==> config.mk <==
export PLATFORM = sky130hd
export DESIGN_NAME = mux2_arbiter
export DESIGN_NICKNAME = d
export VERILOG_FILES = /design/src/rtl/mux2_arb_pkg.sv /design/src/rtl/mux2.sv /design/src/rtl/mux2_arb_outreg.sv /design/src/rtl/mux2_arbiter.sv
export SDC_FILE = /design/constraint.sdc
export NUM_CORES = 1
export LEC_CHECK = 0
export BUFFER_PORTS_ARGS = -buffer_cell sky130_fd_sc_hd__buf_2
export CAP_MARGIN = 0
export CORE_MARGIN = 3
export CORE_UTILIZATION = 43
export DETAILED_ROUTE_END_ITERATION = 8
export PLACE_DENSITY = 0.76
export SYNTH_ARGS = -nofsm -noshare
export SYNTH_HDL_FRONTEND = slang
export SYNTH_HIERARCHICAL = 1
export SYNTH_SLANG_ARGS = --single-unit
==> constraint.sdc <==
create_clock -name clk -period 1.6 [get_ports clk]
set_clock_uncertainty 0.05 [all_clocks]
set_input_delay 0.24 -clock clk [delete_from_list [all_inputs] [get_ports clk]]
set_output_delay 0.24 -clock clk [all_outputs]
set_load 0.02 [all_outputs]
==> src/rtl/mux2_arb_pkg.sv <==
// Shared types and constants for the mux2_arbiter block.
package mux2_arb_pkg;

    typedef enum logic [1:0] {
        IDLE    = 2'd0,
        SERVE_A = 2'd1,
        SERVE_B = 2'd2
    } state_t;

    localparam logic SEL_A = 1'b0;
    localparam logic SEL_B = 1'b1;

    // Round-robin pick: a lone requester wins; on a tie, the side not served last wins.
    function automatic logic rr_pick(input logic a_req, input logic b_req, input logic last_served);
        logic pick;
        pick = SEL_B;
        if (a_req && (!b_req || (last_served == SEL_B))) begin
            pick = SEL_A;
        end
        return pick;
    endfunction

    // Serve state that corresponds to a select value.
    function automatic state_t serve_of(input logic side);
        return (side == SEL_A) ? SERVE_A : SERVE_B;
    endfunction

endpackage

==> src/rtl/mux2.sv <==
// Generic 2-to-1 multiplexer: sel = 0 passes d0, sel = 1 passes d1.
module mux2 #(
    parameter int unsigned W = 8
) (
    input  logic         sel,
    input  logic [W-1:0] d0,
    input  logic [W-1:0] d1,
    output logic [W-1:0] y
);

    assign y = sel ? d1 : d0;

endmodule

==> src/rtl/mux2_arb_outreg.sv <==
// Single-entry valid/ready output register for mux2_arbiter.
// out_free reports that a word may be loaded this cycle.
module mux2_arb_outreg #(
    parameter int unsigned W = 8
) (
    input  logic         clk,
    input  logic         reset,
    input  logic         load,
    input  logic [W-1:0] data_in,
    input  logic         y_ready,
    output logic         y_valid,
    output logic [W-1:0] y_data,
    output logic         out_free
);

    // Slot is free when empty, or when the held word leaves on this edge.
    assign out_free = !y_valid || y_ready;

    // Capture on load; otherwise drain when the consumer accepts; data holds while stalled.
    always_ff @(posedge clk) begin
        if (reset) begin
            y_valid <= 1'b0;
            y_data  <= '0;
        end else if (load) begin
            y_valid <= 1'b1;
            y_data  <= data_in;
        end else if (y_valid && y_ready) begin
            y_valid <= 1'b0;
        end
    end

endmodule

==> src/rtl/mux2_arbiter.sv <==
// Round-robin sequencer for a shared 2-to-1 mux feeding a single-entry
// valid/ready output stage. Optional burst grants under MUX2_ARB_BURST_EN
// (adds a_last/b_last; a grant holds until a word marked last is captured).
module mux2_arbiter
    import mux2_arb_pkg::*;
#(
    parameter int unsigned W = 8
) (
    input  logic         clk,
    input  logic         reset,
    input  logic         a_req,
    input  logic [W-1:0] a_data,
`ifdef MUX2_ARB_BURST_EN
    input  logic         a_last,
    input  logic         b_last,
`endif
    output logic         a_ack,
    input  logic         b_req,
    input  logic [W-1:0] b_data,
    output logic         b_ack,
    output logic         sel,
    output logic         y_valid,
    output logic [W-1:0] y_data,
    input  logic         y_ready
);

    state_t         state;
    logic           last_served;
    logic           out_free;
    logic           load;
    logic           a_last_eff;
    logic           b_last_eff;
    logic [W-1:0]   mux_y;

`ifdef MUX2_ARB_BURST_EN
    assign a_last_eff = a_last;
    assign b_last_eff = b_last;
`else
    // Without bursts every grant covers exactly one word.
    assign a_last_eff = 1'b1;
    assign b_last_eff = 1'b1;
`endif

    // Acks fire only in the matching serve state with a free output slot, never in reset.
    assign a_ack = !reset && (state == SERVE_A) && out_free;
    assign b_ack = !reset && (state == SERVE_B) && out_free;
    assign load  = a_ack || b_ack;

    // Shared datapath selection, steered by the registered select.
    mux2 #(.W(W)) u_mux (
        .sel (sel),
        .d0  (a_data),
        .d1  (b_data),
        .y   (mux_y)
    );

    // Output stage; sel always matches the serve state, so mux_y is the served word.
    mux2_arb_outreg #(.W(W)) u_outreg (
        .clk      (clk),
        .reset    (reset),
        .load     (load),
        .data_in  (mux_y),
        .y_ready  (y_ready),
        .y_valid  (y_valid),
        .y_data   (y_data),
        .out_free (out_free)
    );

    // Arbitration FSM with registered select and round-robin history.
    always_ff @(posedge clk) begin
        if (reset) begin
            state       <= IDLE;
            sel         <= SEL_A;
            last_served <= SEL_B;
        end else begin
            unique case (state)
                IDLE: begin
                    if (a_req || b_req) begin
                        state <= serve_of(rr_pick(a_req, b_req, last_served));
                        sel   <= rr_pick(a_req, b_req, last_served);
                    end
                end
                SERVE_A: begin
                    if (a_ack && a_last_eff) begin
                        state       <= IDLE;
                        last_served <= SEL_A;
                    end
                end
                SERVE_B: begin
                    if (b_ack && b_last_eff) begin
                        state       <= IDLE;
                        last_served <= SEL_B;
                    end
                end
                default: begin
                    state <= IDLE;
                end
            endcase
        end
    end

endmodule

==> results.cfg <==
[worst_setup_path]
crit_path_max_incr_delay_ns = 0.33
path_buf_inv = 2
start_kind = flop
critical_path.endpoint = b_ack
cp.required_ns = 1.31
crit_path_max_fanout = 4
critPathCaptureType = primary output
reg2reg_depth = 6
critPathLaunch = state[0]
r2r_end = u_outreg/y_data[4]
crit_chain = inv_1 > nand2_1 > nor2_1 > buf_2
cp.arrival_ns = 1.09
cp_top_family = flip-flops
worst-r2r-setup-slack_ns = 0.25
worst-path-stages = 4
r2r_start = state[0]
worst_path_max_delay_cell = dfxtp_1
critPathKind = flop to primary output

[sta]
slew_violations = 0
period_needed_ns = 1.38
tightestPinTransition_ns = 0.257
layout_setup_ws_ns = 0.218
fin_crit_sh = 0.864
clock.fmax_mhz = 724
rsz0062_at_grt = false
whs_ns = 0.169
hold_viol = 0
finalSetupTns_ns = 0
relSlewSlack = 0.826
setup_violations = 0

[cells_and_area]
syn2layout_area_growth_pct = 31.7
num-fill-cells = 122
antenna_cells = 0
final_common_cell = buf_2
final_cell_mix = buf_2 (32), dfxtp_1 (13), nor2_1 (11), mux2_4 (8), mux2i_1 (8)
instances_no_fill = 118
drive_above_1_share = 0.466
fin_nets = 125

[synthesis]
syn_inst = 66
synthesis.nets = 87
synth_area_um2 = 654
synth_area_leaders = dfxtp_1 (40%), mux2_4 (18%), mux2i_1 (12%), nor2_1 (6.3%), nand2b_1 (3.8%)
avgSynthCellArea_um2 = 9.91
synth_top_area_frac = 0.398
synth_seq_cells = 13
synth.largest_area_cell = dfxtp_1
synth_warnings = 6
synth.distinct_cells = 17
yosysSeqAreaShare = 0.398

[power]
power.leakage_uw = 0.000437
powerDensity_nw_per_um2 = 829
finalPower_uw = 715
irDropWorstVdd_v = 0.000607

[route]
wl_mm = 1.42
first_iter_violations = 4
vias = 572
first_pass_iters = 2
antenna_left = 0
drc = 0
wl_per_cell_um = 12.0
viasPerCell = 4.85

[min_path]
hold_start = reset
hold_path_class = input pin to flop

[die]
die_area_um2 = 2030
fp.dieH_um = 45.0
rows = 13
boundaryPins = 33
core_area_um2 = 1370
start_util = 0.479
die_x_um = 45.0

[grt]
grt_antenna_before_repair = 0
grt_usage = 0.145
grt_pass1_vias = 486
grt_pass1_wl_mm = 2.08
grt_overflow = 0
grt_max_degree = 13

[cts]
cts_hold_buf = 0
htree_levels = 1
cts_setup_buffers = 0
path_clk_slew_ns = 0.07
cts_sinks = 13
clk_latency_ns = 0.26
numCtsBuffers = 3
clock-root-buffer = clkbuf_4
clockBufferDepth = 2
cts_tree = built
cts_resized = 0

[place]
gp_congestion = 0.745
hpwl_mm = 1.15
dp_slack_ns = 0.271
port_buffers = 32
dp.cells = 114

[outcome]
status = finished, final reports clean

[flow_run]
drv_cap = 0
==> metrics by stage <==
step / area (um2) / util
4_1_cts: 862 / 0.631
3_5_place_dp: 836 / 0.612
6_report: 862 / 0.631
3_3_place_gp: 836 / 0.612
5_1_grt: 862 / 0.631
2_1_floorplan: 654 / -
==> cells by family (layout without fill, tap and decap cells) <==
family | after synthesis | after routing | share of synthesized area
buffers and inverters | 7 | 44 | 0.0650
muxes | 16 | 16 | 0.306
and+or+nand+nor | 22 | 22 | 0.151
AOI/OAI and AO/OA | 8 | 8 | 0.0803
DFF | 13 | 13 | 0.398
==> worst min-delay path by stage <==
| stage | endpoint | slack (ns) | cells after the start |
|---|---|---|---|
| 2_1_floorplan | state[0] | 0.27 | 1 |
| 3_3_place_gp | u_outreg/y_data[1] | 0.42 | 2 |
| 3_5_place_dp | u_outreg/y_data[2] | 0.43 | 2 |
| 4_1_cts | last_served | 0.17 | 3 |
| 5_1_grt | last_served | 0.17 | 3 |
| 6_report | last_served | 0.17 | 3 |
==> cells in the mapped netlist <==
cell type,instances
nand2_1,4
o31ai_2,1
mux2_4,8
clkbuf_2,1
inv_1,4
nor2_1,11
o311ai_1,1
mux2i_1,8
nor3_1,1
dfxtp_1,13
nor2b_1,1
nand4_1,1
a31oi_1,1
nand2b_1,4
a21oi_1,4
buf_6,2
o21ai_1,1
==> sequential cells by signal, summed over array words and instances, names as in the netlist <==
signal            cells
state                 2
u_outreg/y_valid      1
sel                   1
u_outreg/y_data       8
last_served           1
==> per-layer routing <==
metal,vias to the layer above,share of wire,global-route usage
li1,296,-,-
met1,259,0.41,0.165
met2,15,0.52,0.246
met3,2,0.053,0.0518
met4,0,0.016,0.0526
met5,-,0,0
==> where the power goes <==
part | leakage [uW] | total (uW) | switching (uW) | internal [uW]
logic | 0.000316 | 169 | 80.6 | 88.7
clock network | 0.0000150 | 190 | 93.7 | 96.4
registers | 0.000106 | 356 | 13.0 | 343
total | 0.000437 | 715 | 187 | 528
==> final cells by class <==
cell class	count	area, um2	area share
inverter	4	15.0	0.0174
sequential	13	260	0.302
timing repair buffer	36	190	0.221
multi-input combinational	46	352	0.408
clock buffer	4	26.3	0.0305
tap	15	18.8	0.0218
==> worst min-delay path: cells and delay by family <==
family	cells	cell delay (ns)
AOI/OAI and AO/OA	1	0.07
buffers and inverters	2	0.14
(Power assumes the default switching activity.)
